`config.mk`:
```
export PLATFORM = sky130hd
export DESIGN_NAME = accumulating_adder
export DESIGN_NICKNAME = d
export VERILOG_FILES = /design/src/rtl/adder_pkg.sv /design/src/rtl/full_adder_n_bit.sv /design/src/rtl/accumulating_adder.sv
export SDC_FILE = /design/constraint.sdc
export NUM_CORES = 1
export LEC_CHECK = 0
export BUFFER_PORTS_ARGS = -buffer_cell sky130_fd_sc_hd__buf_4
export CORE_MARGIN = 2
export CORE_UTILIZATION = 31
export DETAILED_ROUTE_END_ITERATION = 8
export GPL_TIMING_DRIVEN = 0
export PLACE_DENSITY = 0.52
export SETUP_SLACK_MARGIN = 0.02
export SLEW_MARGIN = 0
export SYNTH_ARGS = -nofsm -noshare
export SYNTH_HDL_FRONTEND = slang
export SYNTH_SLANG_ARGS = --single-unit
```
`constraint.sdc`:
```
create_clock -name CLK -period 1.5 [get_ports CLK]
set_clock_uncertainty 0.15 [all_clocks]
set_input_delay 0.075 -clock CLK [delete_from_list [all_inputs] [get_ports CLK]]
set_output_delay 0.075 -clock CLK [all_outputs]
set_load 0.01 [all_outputs]
```
`src/rtl/adder_pkg.sv`:
```
// Shared types and width helpers for the accumulating adder.
package adder_pkg;

    typedef enum logic [0:0] {
        ACCUM = 1'b0,
        HOLD  = 1'b1
    } state_e;

    // Result width that can hold num_terms full-scale terms of in_width bits.
    function automatic int unsigned out_width(input int unsigned in_width,
                                              input int unsigned num_terms);
        return in_width + $clog2(num_terms);
    endfunction

endpackage

```
`src/rtl/full_adder_n_bit.sv`:
```
// Combinational WIDTH-bit adder with carry out in the top SUM bit.
module full_adder_n_bit #(
    parameter int unsigned WIDTH = 8
) (
    input  logic [WIDTH-1:0] A,
    input  logic [WIDTH-1:0] B,
    output logic [WIDTH:0]   SUM
);

    assign SUM = {1'b0, A} + {1'b0, B};

endmodule

```
`src/rtl/accumulating_adder.sv`:
```
// Sums NUM_TERMS handshaked terms, then holds the result until taken.
module accumulating_adder
    import adder_pkg::*;
#(
    parameter  int unsigned IN_WIDTH  = 1,
    parameter  int unsigned NUM_TERMS = 8,
    localparam int unsigned OUT_WIDTH = out_width(IN_WIDTH, NUM_TERMS),
    localparam int unsigned CNT_WIDTH = $clog2(NUM_TERMS) + 1
) (
    input  logic                 CLK,
    input  logic                 RST_N,
    input  logic                 CLEAR,
    input  logic                 IN_VALID,
    output logic                 IN_READY,
    input  logic [IN_WIDTH-1:0]  IN_DATA,
    output logic                 OUT_VALID,
    input  logic                 OUT_READY,
    output logic [OUT_WIDTH-1:0] SUM,
    output logic [CNT_WIDTH-1:0] TERM_COUNT
);

    localparam logic [CNT_WIDTH-1:0] LAST_IDX = CNT_WIDTH'(NUM_TERMS - 1);

    state_e                 state_q, state_d;
    logic [OUT_WIDTH-1:0]   acc_q, acc_d;
    logic [CNT_WIDTH-1:0]   cnt_q, cnt_d;

    logic [OUT_WIDTH:0]     add_full;
    logic [OUT_WIDTH-1:0]   add_sum;
    logic                   add_carry_unused;

    // Accumulator can never exceed OUT_WIDTH bits, so the carry is dropped.
    full_adder_n_bit #(
        .WIDTH (OUT_WIDTH)
    ) u_add (
        .A   (acc_q),
        .B   (OUT_WIDTH'(IN_DATA)),
        .SUM (add_full)
    );

    assign {add_carry_unused, add_sum} = add_full;

    // Next-state: CLEAR overrides both handshakes.
    always_comb begin
        state_d = state_q;
        acc_d   = acc_q;
        cnt_d   = cnt_q;
        if (CLEAR) begin
            state_d = ACCUM;
            acc_d   = '0;
            cnt_d   = '0;
        end else begin
            case (state_q)
                ACCUM: begin
                    if (IN_VALID) begin
                        acc_d = add_sum;
                        cnt_d = cnt_q + CNT_WIDTH'(1);
                        if (cnt_q == LAST_IDX) begin
                            state_d = HOLD;
                        end
                    end
                end
                HOLD: begin
                    if (OUT_READY) begin
                        state_d = ACCUM;
                        acc_d   = '0;
                        cnt_d   = '0;
                    end
                end
                default: state_d = ACCUM;
            endcase
        end
    end

    always_ff @(posedge CLK or negedge RST_N) begin
        if (!RST_N) begin
            state_q <= ACCUM;
            acc_q   <= '0;
            cnt_q   <= '0;
        end else begin
            state_q <= state_d;
            acc_q   <= acc_d;
            cnt_q   <= cnt_d;
        end
    end

    assign IN_READY   = (state_q == ACCUM);
    assign OUT_VALID  = (state_q == HOLD);
    assign SUM        = acc_q;
    assign TERM_COUNT = cnt_q;

endmodule

```
==> summary.md <==
| Metric | Value |
|---|---|
| Slew Limit Headroom | 0.781 |
| Nets | 85 |
| Data required, critical path | 1510 ps |
| CP max FO | 2 |
| Starting density of the core | 0.340 |
| Final slew viol count | 0 |
| Power Dens Cells | 725 nW/um2 |
| RD Place Congestion | 0.698 |
| Post-Synth Simple-Gate Area | 0.200 |
| Multiplexer area fraction after synthesis | 0.0835 |
| Synthesis-to-finish area growth | 45.6% |
| Clock-pin slew on the worst setup and hold paths | 60 ps |
| Share of cells above drive strength 1 | 0.413 |
| Seq cells post-synth | 9 |
| Post-synth EDFFs | 0 |
| Routed vias | 457 |
| DRT Pass-1 Iters | 4 |
| Syn nets | 60 |
| First-pass GRT wire length | 1930 um |
| Drt via density | 5.02 |
| Worst-Skew Late Latency | 260 ps |
| Total grt overflow | 0 |
| Placed cells | 81 |
| Final setup violation count | 0 |
| Total wire length | 1110 um |
| Fmax | 688 MHz |
| Status | finished, final reports clean |
| Clock Tree Buf Depth | 2 |
| Root buffer cell | clkbuf_4 |
| Die area | 2040 um2 |
| Overall routing resource usage | 0.138 |
| RSZ-0062 raised after global routing | true |
| Least-Margin Pin Slew | 328 ps |
| Inserted Diodes | 0 |
| Vias in the first global route | 439 |
| Post-synthesis sequential area ratio | 0.430 |
| Mapped Area | 524 um2 |
| Die Y | 45.1 um |
| Max VDD drop | 0.681 mV |
| Cell variety after synth | 22 |
| Main combinational cell family by area after synthesis | simple AND/OR/NAND/NOR gates |
| Post-synth top flop | dfrtp_1 |
| Leakage power | 0.360 nW |
| CTS sink count | 9 |
| Cts bufs inserted | 3 |
| Startpoint types | register |
| Final min period | 1450 ps |
| H-tree depth reported by CTS | 1 |
| HP Class | in2async |
| # DRC | 0 |
| Crit share post-route | 0.969 |
| DRT iter0 DRCs | 3 |
| Post-Synth Adder-Cell Area | 0.0716 |
| Layout Cells excl Fill | 91 |
| CP arrival | 1460 ps |
| Die W | 45.1 um |
| # port buffers | 14 |
| Asr flop ratio synth | 1.00 |
| Synth Area in Compound Gates | 0.131 |
| Avg Cell Area, Syn | 10.3 um2 |
| Detail Route Antenna Nets | 0 |
| CP endpoint kind | register |
| Synthesis Warnings | 0 |
| Xor/xnor share of the synthesized area | 0.0334 |
| WL/cell | 12.1 um |
| Core Area | 1540 um2 |
| Initial antenna violation count | 0 |
| Largest net degree at the start of global routing | 10 |
| Core Util, Final | 0.495 |
| Crit path kind | reg2reg |
| Max-cap violation count | 0 |
| TritonCTS clock tree | done |
| Post-synthesis cell count | 51 |
| Final Hold Viols | 0 |
| Rows | 14 |
| # IOs | 16 |
-- power by group --
group	total [mW]	internal [mW]	switching, mW
logic	0.103	0.0597	0.0433
registers	0.264	0.252	0.0119
clock network	0.186	0.102	0.0839
total	0.553	0.414	0.139
-- cell type report --
cell class / instances / area [um2]
fillers: 158 / 778
multi-input cells: 38 / 307
flip-flops and latches: 9 / 226
repair buffers: 20 / 158
clock buffers: 4 / 26.3
well taps: 16 / 20.0
plain buffers: 2 / 18.8
inverters: 2 / 7.51
-- metrics by stage --
| step | cell area [um2] | hold WS (ps) | worst slack, ps | power, mW | setup TNS [ps] |
|---|---|---|---|---|---|
| 3_3_place_gp | 668 | -242 | -26.2 | 0.352 | -26.2 |
| 3_5_place_dp | 668 | -242 | -33.6 | 0.353 | -33.6 |
| 2_1_floorplan | 543 | -371 | -36.6 | 0.314 | -36.6 |
| 6_report | 763 | 22.9 | 46.7 | 0.553 | 0 |
| 5_1_grt | 763 | 29.1 | -7.07 | 0.593 | -7.07 |
| 4_1_cts | 747 | 17.5 | 44.4 | 0.560 | 0 |
-- critical path, stage by stage, from the launching register on --
cell	delay, ps
dfrtp_1	410
ha_4	180
ha_4	200
mux2_4	260
a22oi_2	120
nor2_1	50
-- kinds of logic after synthesis --
logic type	after synthesis
AND/OR/NAND/NOR	18
AO/OA/AOI/OAI	11
flip-flops	9
buffers and inverters	4
multiplexers	4
adder cells (fa/ha/maj)	3
XOR/XNOR	2
-- Yosys cell counts (all sizes together), types with 3 or more instances --
cell type  count  area, um2
a21oi          4       20.0
ha             3       37.5
a22oi          3       22.5
dfrtp          9        225
mux2           3       33.8
nor2           6       22.5
-- timing repair --
action,CTS,global route
hold endpoints to repair,15,0
hold buffers,3,0
setup buffers,1,2
pin swaps,3,1
gates resized for setup,2,1
setup endpoints to repair,1,2
-- flip-flops by register name, indices dropped and copies added, names as in the netlist --
name / flops
TERM_COUNT: 4
OUT_VALID: 1
SUM: 4
-- per-layer routing --
layer / routed length (um) / GRT usage / part of all wire / up-vias
met1: 473 / 0.163 / 0.43 / 213
li1: - / - / - / 228
met4: 11 / 0.0529 / 0.010 / 0
met5: 0 / 0 / 0 / -
met3: 85 / 0.0760 / 0.077 / 2
met2: 534 / 0.209 / 0.48 / 14
-- final timing paths --
path / cells past startpoint / slack, ps / end / from
max in group asynchronous: 2 / 1020 / TERM_COUNT[0]$_DFFE_PN0P_ / RST_N
min: 2 / 20 / SUM[2]$_DFFE_PN0P_ / RST_N
max: 5 / 50 / SUM[1]$_DFFE_PN0P_ / SUM[0]$_DFFE_PN0P_
max reg2reg: 5 / 50 / SUM[1]$_DFFE_PN0P_ / SUM[0]$_DFFE_PN0P_
min in group CLK: 4 / 80 / TERM_COUNT[3]$_DFFE_PN0P_ / IN_VALID
min reg2reg: 2 / 410 / SUM[3]$_DFFE_PN0P_ / SUM[3]$_DFFE_PN0P_
-- cell usage in the layout, fill, tap and decap left out, drive strengths merged, types with 2 or more instances in the layout --
cell type and instances:
or3 2, dlygate4sd3 3, nor2 6, nand3b 2
dfrtp 9, nand3 2, a22oi 3, ha 3
nor2b 2, inv 2, nand2 2, mux2 3
buf 19, clkbuf 4, xor2 2, a21oi 4
o21ai 2
(Power assumes the default switching activity.)
